$ cat src/rtl/icache_pkg.sv
// Shared types and constants for the icache burst adapter.
package icache_pkg;

   localparam int unsigned LINE_W   = 256;
   localparam int unsigned BEAT_W   = 64;
   localparam int unsigned BEATS    = LINE_W / BEAT_W;
   localparam int unsigned ADDR_W   = 32;
   localparam int unsigned OFFSET_W = 5;
   localparam int unsigned CNT_W    = 2;

   typedef enum logic [1:0] {
      IDLE = 2'd0,
      RD   = 2'd1,
      WR   = 2'd2,
      DONE = 2'd3
   } icache_adapter_state_t;

   typedef logic [BEATS-1:0][BEAT_W-1:0] line_t;

   function automatic logic [ADDR_W-1:0] line_align(input logic [ADDR_W-1:0] addr);
      return addr & ~ADDR_W'((1 << OFFSET_W) - 1);
   endfunction

endpackage

$ cat src/rtl/icache_burst_counter.sv
// 2-bit beat counter shared by the read and write burst paths.
module icache_burst_counter
   import icache_pkg::*;
(
   input  logic             clk,
   input  logic             rst,
   input  logic             clr,
   input  logic             adv,
   output logic [CNT_W-1:0] cnt,
   output logic             last_c
);

   always_ff @(posedge clk or posedge rst) begin
      if (rst) begin
         cnt <= '0;
      end else if (clr) begin
         cnt <= '0;
      end else if (adv) begin
         cnt <= cnt + CNT_W'(1);
      end
   end

   assign last_c = (cnt == CNT_W'(BEATS - 1));

endmodule

$ cat src/rtl/icache_burst_adapter.sv
// Splits 256-bit icache line transfers into 4-beat 64-bit memory bursts.
// Optional perf counters are enabled with ICACHE_ADAPTER_PERF_EN.
module icache_burst_adapter
   import icache_pkg::*;
(
   input  logic              clk,
   input  logic              rst,
   input  logic [LINE_W-1:0] line_i,
   output logic [LINE_W-1:0] line_o,
   input  logic [ADDR_W-1:0] address_i,
   input  logic              read_i,
   input  logic              write_i,
   output logic              resp_o,
   input  logic [BEAT_W-1:0] burst_i,
   output logic [BEAT_W-1:0] burst_o,
   output logic [ADDR_W-1:0] address_o,
   output logic              read_o,
   output logic              write_o,
   input  logic              resp_i
`ifdef ICACHE_ADAPTER_PERF_EN
   ,
   output logic [31:0]       rd_count_o,
   output logic [31:0]       wr_count_o,
   output logic [31:0]       stall_count_o
`endif
);

   icache_adapter_state_t state;
   line_t                 wr_line;
   line_t                 rd_line;
   logic [CNT_W-1:0]      cnt;
   logic [CNT_W-1:0]      next_cnt;
   logic                  cnt_last;
   logic                  in_burst;

   assign in_burst = (state == RD) || (state == WR);
   assign next_cnt = cnt + CNT_W'(1);
   assign line_o   = rd_line;

   icache_burst_counter u_cnt (
      .clk    (clk),
      .rst    (rst),
      .clr    (state == IDLE),
      .adv    (in_burst && resp_i),
      .cnt    (cnt),
      .last_c (cnt_last)
   );

   always_ff @(posedge clk or posedge rst) begin
      if (rst) begin
         state     <= IDLE;
         wr_line   <= '0;
         rd_line   <= '0;
         address_o <= '0;
         burst_o   <= '0;
         read_o    <= 1'b0;
         write_o   <= 1'b0;
         resp_o    <= 1'b0;
      end else begin
         case (state)
            IDLE: begin
               // Write has priority over a simultaneous read.
               if (write_i) begin
                  wr_line   <= line_i;
                  address_o <= line_align(address_i);
                  burst_o   <= line_i[BEAT_W-1:0];
                  write_o   <= 1'b1;
                  state     <= WR;
               end else if (read_i) begin
                  address_o <= line_align(address_i);
                  read_o    <= 1'b1;
                  state     <= RD;
               end
            end
            RD: begin
               if (resp_i) begin
                  rd_line[cnt] <= burst_i;
                  if (cnt_last) begin
                     read_o <= 1'b0;
                     resp_o <= 1'b1;
                     state  <= DONE;
                  end
               end
            end
            WR: begin
               if (resp_i) begin
                  burst_o <= wr_line[next_cnt];
                  if (cnt_last) begin
                     write_o <= 1'b0;
                     resp_o  <= 1'b1;
                     state   <= DONE;
                  end
               end
            end
            DONE: begin
               resp_o <= 1'b0;
               state  <= IDLE;
            end
            default: state <= IDLE;
         endcase
      end
   end

`ifdef ICACHE_ADAPTER_PERF_EN
   logic is_wr;

   always_ff @(posedge clk or posedge rst) begin
      if (rst) begin
         is_wr         <= 1'b0;
         rd_count_o    <= '0;
         wr_count_o    <= '0;
         stall_count_o <= '0;
      end else begin
         if (state == IDLE) is_wr <= write_i;
         if (in_burst && !resp_i) stall_count_o <= stall_count_o + 32'd1;
         if (state == DONE) begin
            if (is_wr) wr_count_o <= wr_count_o + 32'd1;
            else       rd_count_o <= rd_count_o + 32'd1;
         end
      end
   end
`endif

endmodule

$ cat config.mk
export PLATFORM = sky130hd
export DESIGN_NAME = icache_burst_adapter
export DESIGN_NICKNAME = d
export VERILOG_FILES = /design/src/rtl/icache_pkg.sv /design/src/rtl/icache_burst_counter.sv /design/src/rtl/icache_burst_adapter.sv
export SDC_FILE = /design/constraint.sdc
export NUM_CORES = 1
export LEC_CHECK = 0
export BUFFER_PORTS_ARGS = -buffer_cell sky130_fd_sc_hd__buf_2
export CAP_MARGIN = 0
export CORE_AREA = 2 2 278 280
export DETAILED_ROUTE_END_ITERATION = 8
export DIE_AREA = 0 0 280 282
export PLACE_DENSITY = 0.52
export SYNTH_ARGS = -nofsm -noshare
export SYNTH_HDL_FRONTEND = slang
export SYNTH_HIERARCHICAL = 1
export SYNTH_SLANG_ARGS = --single-unit
$ cat constraint.sdc
create_clock -name clk -period 43.3 [get_ports clk]
set_clock_uncertainty 0.2 [all_clocks]
set_input_delay 10.825 -clock clk [delete_from_list [all_inputs] [get_ports clk]]
set_output_delay 10.825 -clock clk [all_outputs]
set_load 0.005 [all_outputs]
; Yosys cells after proc, flatten, opt, wreduce, memory -nomap -nowiden
; Cells that the tools add are included.
[op_classes]
eq_ne = 14
n_lt_le_gt_ge = 3
n_addsub = 1
mux = 27
reduce_logical = 18
[op_table]
columns = operator, count
row1 = bitwise mux 256 bit, 1
row2 = 2-to-1 mux 64 bit, 4
row3 = binary-select mux 64 bit (select 2 bit), 1
row4 = demux 64 bit (select 2 bit), 1
row5 = one-hot mux 64 bit (2 select lines), 1
row6 = 2-to-1 mux 32 bit, 2
row7 = != test 2 bit (second input constant), 7
row8 = 2-to-1 mux 2 bit, 6
row9 = nonzero test 2 bit, 5
row10 = AND reduction 3 bit, 3
row11 = 2-to-1 mux 1 bit, 7
row12 = == test 2 bit (second input constant), 3
row13 = < comparator 2 x 3 -> 1 bit (second input constant), 2
row14 = one-hot mux 1 bit (2 select lines), 3
row15 = one-hot mux 2 bit (3 select lines), 1
row16 = AND reduction 2 bit, 3
row17 = AND reduction 5 bit, 1
row18 = != test 2 x 1 -> 1 bit (second input constant), 2
row19 = AND reduction 4 bit, 1
row20 = != test 3 bit (second input constant), 1
row21 = adder 2 x 1 -> 2 bit (second input constant), 1
row22 = == test 2 x 1 -> 1 bit (second input constant), 1
row23 = greater-or-equal comparator 2 x 1 -> 1 bit (second input constant), 1
row24 = logical AND 1 bit, 2
row25 = 3 further kinds, 3
[word_totals]
inputBits = 357
out_inout_bits = 355
reg_bits = 615
word_cells = 78

; Depth between registers and ports, before layout
[depth]
ltp_word = 5
depth_mapped = 9
ltp_nobuf = 5

; By module
; The synthesis kept the hierarchy.
[modules_own_cells]
columns = mod, seq_area_each_um2, area_per_inst_um2, cells_each, n_inst
row1 = icache_burst_adapter, 15214.6, 25116.6, 1473, 1
row2 = icache_burst_counter, 50.0, 92.6, 8, 1

; Least setup slack after synthesis
; Ideal clock, no wire load.
[synth_path]
path_kind = input -> register
from = input port resp_i
to = register burst_o[0]
t_arrival_ns = 12.066
stages = 5
required_time_ns = 42.975
slack_ns = 30.909
setup_ns = 0.125
cell_sequence = clkbuf_1 mux2i_1 nor2_2 buf_2 mux2_2
[synth_between]
elab_chain_cells = 2
[synth_rtl]
columns = item, line_no
row1 = start: declaration, icache_burst_adapter.sv:19  ; input logic resp_i
row2 = != test 2 bit (no source line), --
row3 = AND reduction 3 bit (no source line), --
row4 = end signal: assignment, icache_burst_adapter.sv:66  ; burst_o <= line_i[BEAT_W-1:0];
row5 = end signal: assignment, icache_burst_adapter.sv:87  ; burst_o <= wr_line[next_cnt];
row6 = end: declaration, icache_burst_adapter.sv:15  ; output logic [BEAT_W-1:0] burst_o,
; Every way passes these cells.
; A chain may end at the register's enable or synchronous reset.

==> impl_metrics.json <==
{
  "status": "finished clean",
  "cts_tree": "yes",
  "overflow": 0,
  "final_common_cell": "buf_2",
  "cell_internal_pwr_uw": 1800,
  "dr.pass1.iters": 6,
  "hpwl_um": 52400,
  "rsz0062_at_grt": "no",
  "finalHoldViolCount": 0,
  "ys_ff_latch": 610,
  "die-area_um2": 79000,
  "most-common-layout-cells": "buf_2 (701), mux2_2 (627), dfrtp_1 (609)",
  "nets": 2556,
  "cp.required_ns": 43.75,
  "synth_seq_area_share_pct": 60.6,
  "pin_count": 712,
  "clk_latency_ns": 0.60,
  "critPathKind": "primary input to asynchronous set/reset pin",
  "synth_cells": 1481,
  "area_growth_pct": 28.3,
  "final_layout_size_suffix_gt1_share_pct": 70.3,
  "cts_buffers": 72,
  "htreeDepth": 3,
  "arrival_ns": 14.16,
  "die_h_um": 282,
  "ctsHoldBuffers": 0,
  "clk_pin_slew_ns": 0.06,
  "grt_pass1_wl_um": 110000,
  "synth_warnings": 6,
  "cts_sinks": 610,
  "max_freq_mhz": 72.9,
  "grt_pass1_vias": 17232,
  "p_per_area_nw_per_um2": 79.5,
  "port_buffers": 701,
  "switching_share_pct": 29.9,
  "cts_root_buf": "clkbuf_16",
  "start_kind": "primary input",
  "die_w_um": 280,
  "layout_setup_ws_ns": 29.59,
  "antenna_found_initial": 31,
  "reg2reg_slack_ns": 39.37,
  "place.gp.congestion": 0.800,
  "place_ws_ns": 28.67,
  "fp.coreArea_um2": 75700,
  "clockPowerShare_pct": 25.3,
  "cts_buffer_depth": 3,
  "avgRoutedWirePerCell_um": 22.8,
  "synth.avg_cell_area_um2": 17.0,
  "hold_class": "register to register",
  "grt_util_all_layers_pct": 18.4,
  "start_util_pct": 33.3,
  "slew_violations": 0,
  "worst_pin_slew_ns": 1.13,
  "via_per_inst": 4.80,
  "synth_area_um2": 25200,
  "rows": 101,
  "combPwrFrac_pct": 35.9,
  "endpoint_kind": "asynchronous set/reset pin",
  "grt_max_degree": 122,
  "layout_min_cycle_time_ns": 13.71,
  "cts.repair.resized": 0,
  "wl_um": 73900,
  "seqPwrFrac_pct": 38.9,
  "setup_viol": 0,
  "p_leak_uw": 0.0152,
  "maxCapViolations": 0,
  "worstPathMaxFanout": 121,
  "p_sw_uw": 769,
  "fin_crit_sh_pct": 31.7,
  "via_count": 15556,
  "vdd_drop_max_v": 0.0000392,
  "drtIter0Drc": 587,
  "final.setup.tns_ns": 0,
  "ant_nets": 0,
  "slew_headroom_pct": 24.7,
  "synth.distinct_cells": 31,
  "post_cts_buffers": 0,
  "drc": 0
}
## critical path, cell delays in order
cell,delay (ns)
buf_2,0.14
inv_8,0.55
buf_4,0.88
buf_4,0.90
buf_4,0.74
## flip-flops by register name, summed over array words and instances, names as in the netlist
name / cells
write_o: 1
address_o: 27
state: 2
read_o: 1
resp_o: 1
burst_o: 64
line_o: 256
u_cnt/cnt: 2
wr_line: 256
## cells by family (layout without fill, tap and decap cells)
| kind of cell | Yosys count | in the layout | share of synthesized area [%] |
|---|---|---|---|
| multiplexers | 733 | 733 | 36.2 |
| buffers and inverters | 96 | 859 | 2.04 |
| AO/OA/AOI/OAI | 12 | 12 | 0.308 |
| XOR/XNOR | 1 | 1 | 0.0347 |
| other | 1 | 17 | 0.0149 |
| adder cells (fa/ha/maj) | 10 | 10 | 0.496 |
| flip-flops | 610 | 610 | 60.6 |
| AND/OR/NAND/NOR | 18 | 18 | 0.367 |
## per-layer routing
| layer | routed length, µm | up-vias | track usage [%] |
|---|---|---|---|
| met5 | 181 | - | 0 |
| li1 | - | 6833 | - |
| met2 | 36700 | 504 | 31.2 |
| met3 | 6450 | 143 | 6.99 |
| met4 | 2060 | 30 | 6.12 |
| met1 | 28400 | 8046 | 21.5 |
## power by group through the flow
stage          Clock [µW]  Sequential (µW)  Combinational, µW
6_report              649              999                922
5_1_grt               694             1040                996
4_1_cts               669             1000                943
3_5_place_dp            0             1010                940
3_3_place_gp            0              992                926
2_1_floorplan           0              990                599
## synth_stat cells, drive strengths merged
master    n  area, µm²
mux2    667       7660
o32ai     1       8.76
xnor2     1       8.76
ha       10        125
a21boi    1       7.51
nand2b    1       6.26
o21ai     5       25.0
dfrtp   610      15300
mux4     64       1440
o31ai     2       15.0
inv       6       22.5
buf      53        352
nor2b     4       25.0
nor2      5       21.3
a21oi     1       5.00
nand3     4       20.0
clkbuf   37        140
and2      2       12.5
a31oi     1       6.26
o32a      1       10.0
nand2     2       7.51
conb      1       3.75
mux2i     2       20.0
## layout make-up
class	instances	area, µm²
flip-flops and latches	610	15300
clock buffers	103	2090
inverters	6	30.0
fillers	6951	43400
clock inverters	30	518
repair buffers	720	3650
diodes	12	30.0
multi-input cells	779	9530
well taps	978	1220
## per-stage QoR
step | cells | power, µW | hold WS, ns | util, % | instance area (µm²)
CTS | 3226 | 2610 | 0.300 | 42.7 | 32300
global placement | 3093 | 1920 | 0.284 | 39.2 | 29700
global route | 3231 | 2730 | 0.305 | 42.7 | 32300
floorplan | 1485 | 1590 | 0.275 | - | 25200
finish | 3238 | 2570 | 0.297 | 42.7 | 32300
detailed placement | 3093 | 1950 | 0.287 | 39.2 | 29700
## path summary, 6_finish.rpt
kind                            depth (start not counted)            to         from
worst max-delay path                                    5   line_o[228]          rst
worst min-delay path                                    1   line_o[192]  line_o[192]
worst max register to register                          6  wr_line[178]     state[0]
worst min register to register                          1   line_o[192]  line_o[192]
max in group clk                                        5  wr_line[178]      write_i
min in group asynchronous                               2  u_cnt/cnt[0]          rst
Note: power is estimated with default switching activity, not from simulation.
